## src/rtl/des_input_buffer.sv

```systemverilog
// Byte-to-64-bit block assembler feeding the DES controller.
// Define DES_INPUT_BUFFER_PAD_EN to zero-pad partial blocks instead of dropping them.
module des_input_buffer #(
    parameter bit MSB_FIRST = 1'b1
) (
    input  logic        clk,
    input  logic        n_rst,
    input  logic [7:0]  rx_data,
    input  logic        rx_valid,
    output logic        rx_ready,
    input  logic        flush,
    input  logic        block_taken,
    output logic        receive,
    output logic [63:0] block_data,
    output logic [2:0]  pad_len,
    output logic        drop
);

    typedef enum logic [1:0] {
        COLLECT = 2'd0,
        PAD     = 2'd1,
        HOLD    = 2'd2
    } state_t;

    state_t      state;
    state_t      state_nx;
    logic [2:0]  cnt;
    logic [2:0]  slot;
    logic [3:0]  fill;
    logic        accept;
    logic        last_byte;
    logic        flush_hit;

    assign accept    = rx_ready && rx_valid;
    assign slot      = MSB_FIRST ? ~cnt : cnt;
    assign fill      = {1'b0, cnt} + {3'b000, accept};
    assign last_byte = accept && (cnt == 3'd7);
    assign flush_hit = (state == COLLECT) && flush &&
                       !last_byte && (fill != 4'd0);

    // state register
    always_ff @(posedge clk or negedge n_rst) begin
        if (!n_rst) begin
            state <= COLLECT;
        end else begin
            state <= state_nx;
        end
    end

    // next-state logic; a completing byte wins over a same-cycle flush
    always_comb begin
        state_nx = state;
        unique case (state)
            COLLECT: begin
                if (last_byte) begin
                    state_nx = HOLD;
                end else if (flush_hit) begin
`ifdef DES_INPUT_BUFFER_PAD_EN
                    state_nx = PAD;
`else
                    state_nx = COLLECT;
`endif
                end
            end
            PAD: begin
                if (cnt == 3'd7) begin
                    state_nx = HOLD;
                end
            end
            HOLD: begin
                if (block_taken) begin
                    state_nx = COLLECT;
                end
            end
            default: state_nx = COLLECT;
        endcase
    end

    // handshake outputs decoded from the current state
    always_comb begin
        rx_ready = (state == COLLECT);
        receive  = (state == HOLD);
    end

    // byte counter, block assembly, pad length and drop pulse
    always_ff @(posedge clk or negedge n_rst) begin
        if (!n_rst) begin
            cnt        <= 3'd0;
            block_data <= 64'd0;
            pad_len    <= 3'd0;
            drop       <= 1'b0;
        end else begin
            drop <= 1'b0;
            unique case (state)
                COLLECT: begin
                    if (accept) begin
                        block_data[{slot, 3'b000} +: 8] <= rx_data;
                        cnt <= cnt + 3'd1;
                    end
                    if (flush_hit) begin
`ifdef DES_INPUT_BUFFER_PAD_EN
                        // 8 - fill modulo 8, fill is 1..7 here
                        pad_len <= 3'd0 - fill[2:0];
`else
                        cnt        <= 3'd0;
                        block_data <= 64'd0;
                        drop       <= 1'b1;
`endif
                    end
                end
                PAD: begin
                    block_data[{slot, 3'b000} +: 8] <= 8'd0;
                    cnt <= cnt + 3'd1;
                end
                HOLD: begin
                    // clear so the next partial block starts from zero
                    if (block_taken) begin
                        block_data <= 64'd0;
                        pad_len    <= 3'd0;
                    end
                end
                default: begin
                    cnt <= 3'd0;
                end
            endcase
        end
    end

endmodule

```

## config.mk

```make
export PLATFORM = sky130hd
export DESIGN_NAME = des_input_buffer
export DESIGN_NICKNAME = d
export VERILOG_FILES = /design/src/rtl/des_input_buffer.sv
export SDC_FILE = /design/constraint.sdc
export NUM_CORES = 1
export LEC_CHECK = 0
export CORE_MARGIN = 8
export CORE_UTILIZATION = 48
export DETAILED_ROUTE_END_ITERATION = 6
export HOLD_SLACK_MARGIN = 0.02
export MAX_ROUTING_LAYER = met4
export PLACE_DENSITY = 0.91
export SLEW_MARGIN = 30
export SYNTH_ARGS = -nofsm -noshare
export SYNTH_HDL_FRONTEND = slang
export SYNTH_SLANG_ARGS = --single-unit
```

## constraint.sdc

```tcl
create_clock -name clk -period 3.8 [get_ports clk]
set_clock_uncertainty 0.15 [all_clocks]
set_input_delay 0.57 -clock clk [delete_from_list [all_inputs] [get_ports clk]]
set_output_delay 0.57 -clock clk [all_outputs]
set_load 0.03 [all_outputs]
```

# == Word level (Yosys, flattened, before mapping) ==
# Index checks and enable logic that the tools add are counted.
# classes
n_addsub,3
n_lt_le_gt_ge,0
bitwise_logic,2
multipliers,0
reduce_logical,12
muxes,16
div,0
n_eq_ne,7
n_shift,3
# op_table
operator,n
64-bit two-way mux,3
64-bit one-hot mux with 3 select lines,1
64-bit bitwise mux,2
8-bit by 8-bit variable shift with 64-bit output (first input constant),1
8-bit by 8-bit indexed part select with 64-bit output,1
8-bit by 8-bit indexed part select with 64-bit output (first input constant),1
3-bit one-hot mux with 3 select lines,1
2-bit two-way mux,4
6-bit negation with 8-bit output,1
3-bit two-way mux,2
3-bit by 1-bit inequality test with 1-bit output (second input constant),2
2-bit one-hot mux with 3 select lines,1
3-bit AND reduction,2
1-bit logical AND,5
3-bit by 1-bit adder with 4-bit output,1
2-bit inequality test (second input constant),2
4-bit nonzero test,1
3-bit by 1-bit adder with 3-bit output (second input constant),1
3-bit == test (second input constant),1
3-bit NOT,1
3-bit nonzero test,1
2-bit by 1-bit == test with 1-bit output (second input constant),1
2-bit == test (second input constant),1
2-bit zero test,1
4 further kinds,5
# totals
reg_bits,70
rom_bits,0
output_inout_bits,70
mem_count,0
mem_bits_rw,0
latchBits,0
in_bits,13
elab_cells,47

# == Logic depth before layout (Yosys ltp) ==
# depth
ltp_word,9
ltp_mapped,12
ltp_nobuf,9

# == Worst setup path after synthesis ==
# OpenSTA, ideal clock, no wires.
# synth_timing
kind,reg-to-reg
startpoint,reg state[1]
endpoint,reg block_data[59]
setup_time_ns,0.066
slack_ns,0.627
required_time_ns,3.584
stages_incl_launch_ff,13
n_path_buf,3
arrival_time_ns,2.957
period_less_slack_ns,3.173
cell_sequence,dfrtp_1 -> buf_2 -> nand2b_1 -> inv_1 -> ha_1 -> ha_1 -> or4_1 -> nand4_1 -> a41oi_2 -> buf_6 -> buf_8 -> o21ai_4 -> a22o_1
# synth_via
elab_chain_len,8
elab_cells_between_ends,17
classes_between,add/sub: 1; eq/ne: 4; mux: 2; reduce/logical: 10
# synth_rtl
item,line_no,text
start: declaration,25,state_t state;
start signal: assignment,46,state <= state_nx;
"parallel branches: the longest is 8 deep, another holds 3-bit by 1-bit adder with 4-bit output",n/a,
end signal: indexed assignment,97,"block_data[{slot, 3'b000} +: 8] <= rx_data;"
end: declaration,14,"output logic [63:0] block_data,"
# Parallel ways; which one is timed is not known.
# A chain may end at the register's enable or synchronous reset.

# == Worst setup path after layout ==
# layout_timing
startpoint,reg state[1]
endpoint,reg block_data[46]
# Same word-level chain as after synthesis.

==> impl_metrics.yaml <==
status:
  status: "finished clean"
routing:
  routed_via_density: 5.89
  dr_total_vias: 2344
  firstDrtPassIters: 4
  wl_per_cell_um: 20.7
  antenna_left: 0
  initialDrtViolationCount: 195
  route.detailed.drc: 0
  wirelength_mm: 8.24
power_and_ir_drop:
  intPower_uw: 1500
  combPwrFrac_pct: 38.6
  power.share.switching_pct: 38.7
  seqPwrFrac_pct: 37.2
  p_leak_uw: 0.00185
  p_clk_share_pct: 24.3
  irDropWorstVdd_mv: 0.355
  p_per_area_nw_per_um2: 598
  switchingPower_uw: 947
clock_tree:
  clock_sinks: 69
  cts_buffer_depth: 2
  root_buffer: "clkbuf_8"
  path_clk_slew_ns: 0.08
  htreeDepth: 3
  cts-resized-gates: 0
  cts_hold_buf: 0
  insertion_delay_ns: 0.34
  cts_setup_buffers: 0
  numCtsBuffers: 9
  cts_tree: "built"
yosys:
  synth-main-ff-cell: "dfrtp_1"
  syn_inst: 237
  synth_top_family_by_area: "compound AO/OA/AOI/OAI gates"
  synth_edf_count: 0
  yosysWarnings: 0
  synth.avg_cell_area_um2: 12.9
  synthArstFlopShare_pct: 100
  ys_types: 40
  synth_compound_area_share_pct: 25.2
  ys_ff_latch: 69
  syn_area_um2: 3050
  muxShareOfSynthArea_pct: 0.328
  ys_seq_area_share_pct: 56.6
  synthXorXnorAreaFrac_pct: 0
  synth-simple-area-share_pct: 10.3
  synth_adder_area_share_pct: 3.28
floorplanning:
  core_um2: 6240
  die_y_um: 95.7
  start_util_pct: 48.9
  io_pins: 83
  die_width_um: 95.7
  row_count: 29
  dieArea_um2: 9160
sta:
  max_freq_mhz: 295
  finalHoldViolCount: 0
  setup_violations: 0
  slew_violations: 0
  rsz0062_at_grt: "no"
  tightest_slew_ns: 0.798
  max_slew_margin_pct: 46.8
  period_minus_slack_ns: 3.39
  period_share_pct: 89.3
  fin_tns_setup_ns: 0
  setup_slack_ns: 0.406
hold_path:
  hold_path_class: "in2async"
setup_path:
  crit_family: "simple AND/OR/NAND/NOR gates"
  path_buf_inv: 2
  crit_required_ns: 3.93
  start_kind: "flip-flop"
  crit_fanout: 12
  path_class: "reg2reg"
  worstPathArrival_ns: 3.53
  slowest_delay_ns: 0.60
  end_kind: "flip-flop"
  crit_slowest_cell: "dfrtp_1"
  cpMostUsedCell: "ha_1"
  cp_cell_sequence: "nand2b_1, inv_1, ha_1, ha_1, or4_1, nand4_1, a41oi_4, buf_4, nor3_2, a32o_1"
finish:
  syn_to_final_growth_pct: 34.2
  n_antenna_cell: 0
  nNetsFinal: 337
  drive_gt1_share_pct: 12.8
  fillers: 459
  layout.cells.non_filler: 398
grt:
  grt_overflow_total: 0
  grt_pass1_vias: 2564
  track_usage_pct: 19.8
  grt_max_degree: 44
  antenna_found_initial: 0
  grt_pass1_wl_mm: 13.4
job:
  cap_viol_max_count: 0
placed_design:
  gp_congestion: 0.939
  pre_cts_ws_ns: 0.100
  post-dp-hpwl_mm: 5.97
  portBuffers: 79
  post-place-cells: 382
==> layer usage <==
metal | wire length [um] | GRT usage (%) | share of wire [%] | vias up
met5 | 0 | - | 0 | -
li1 | - | - | - | 1052
met3 | 549 | 6.16 | 6.7 | 8
met2 | 4150 | 31.3 | 50 | 101
met1 | 3480 | 23.9 | 42 | 1183
met4 | 56 | 5.76 | 0.68 | 0
==> registers in the layout (all words and copies together), names as in the netlist <==
name	count
block_data	64
cnt	3
drop	1
state	1
==> cell families (layout without fill, tap and decap cells) <==
kind of cell             count (synthesis)  in the layout
other                                    1              3
adder cells (fa/ha/maj)                  8              8
buffers and inverters                   25            107
multiplexers                             1              1
AND/OR/NAND/NOR                         51             51
flip-flops                              69             69
AO/OA/AOI/OAI                           82             82
==> power groups by stage <==
stage / logic, uW / clock network, uW / registers (uW)
after floorplan: 471 / 0 / 1070
after global placement: 905 / 0 / 919
after detailed placement: 939 / 0 / 921
after CTS: 944 / 608 / 909
after global routing: 1010 / 642 / 924
final: 944 / 594 / 909
==> path summary, 6_finish.rpt <==
kind | startpoint | endpoint | slack, ns | depth (start not counted)
setup / recovery | state[1] | block_data[46] | 0.41 | 10
hold / removal | n_rst | block_data[16] | 0.05 | 1
setup reg to reg | state[1] | block_data[46] | 0.41 | 10
hold reg to reg | block_data[60] | block_data[60] | 0.36 | 1
max in group asynchronous | n_rst | block_data[6] | 2.69 | 2
min in group clk | block_data[60] | block_data[60] | 0.36 | 1
==> final cells by class <==
type                    count  area [um^2]  area share, %
flip-flops and latches     69         1730           42.2
multi-input cells         145         1210           29.7
repair buffers             85          833           20.4
clock buffers              10          138           3.36
well taps                  77         96.3           2.35
clock inverters             6         62.6           1.53
inverters                   6         22.5          0.550
==> stage by stage <==
step	cell area [um^2]	util, %	hold WS [ns]	total power [uW]
after detailed placement	3890	62.3	0.337	1860
after CTS	4090	65.6	0.215	2460
after floorplan	3060	-	0.124	1540
final	4090	65.6	0.0550	2450
after global placement	3890	62.3	0.339	1820
after global routing	4090	65.6	0.0755	2570
==> placed cells by master (no fill, tap or decap), types with 3 or more instances in the layout <==
| cell type | count |
|---|---|
| a32o_1 | 6 |
| conb_1 | 3 |
| clkbuf_8 | 10 |
| o21ai_4 | 5 |
| nand2b_1 | 4 |
| ha_1 | 8 |
| dfrtp_1 | 69 |
| nand2_1 | 15 |
| inv_1 | 5 |
| nand3_1 | 4 |
| clkinv_2 | 3 |
| a22o_1 | 57 |
| a41o_1 | 3 |
| buf_4 | 7 |
| nor2_1 | 9 |
| clkdlybuf4s50_1 | 78 |
==> cells in the mapped netlist, types with 3 or more instances <==
| cell type | count | area share, % |
|---|---|---|
| nand2b_1 | 4 | 0.82 |
| buf_4 | 3 | 0.74 |
| ha_1 | 8 | 3.3 |
| nand2_1 | 15 | 1.8 |
| a32o_1 | 6 | 2.0 |
| buf_1 | 8 | 0.98 |
| buf_2 | 3 | 0.49 |
| nor2_1 | 9 | 1.1 |
| nand3_1 | 4 | 0.66 |
| o21ai_4 | 5 | 2.7 |
| clkbuf_1 | 3 | 0.37 |
| dfrtp_1 | 69 | 57 |
| inv_1 | 5 | 0.62 |
| a22o_1 | 57 | 16 |
| a41o_1 | 3 | 0.98 |
Note: power is estimated with default switching activity, not from simulation.
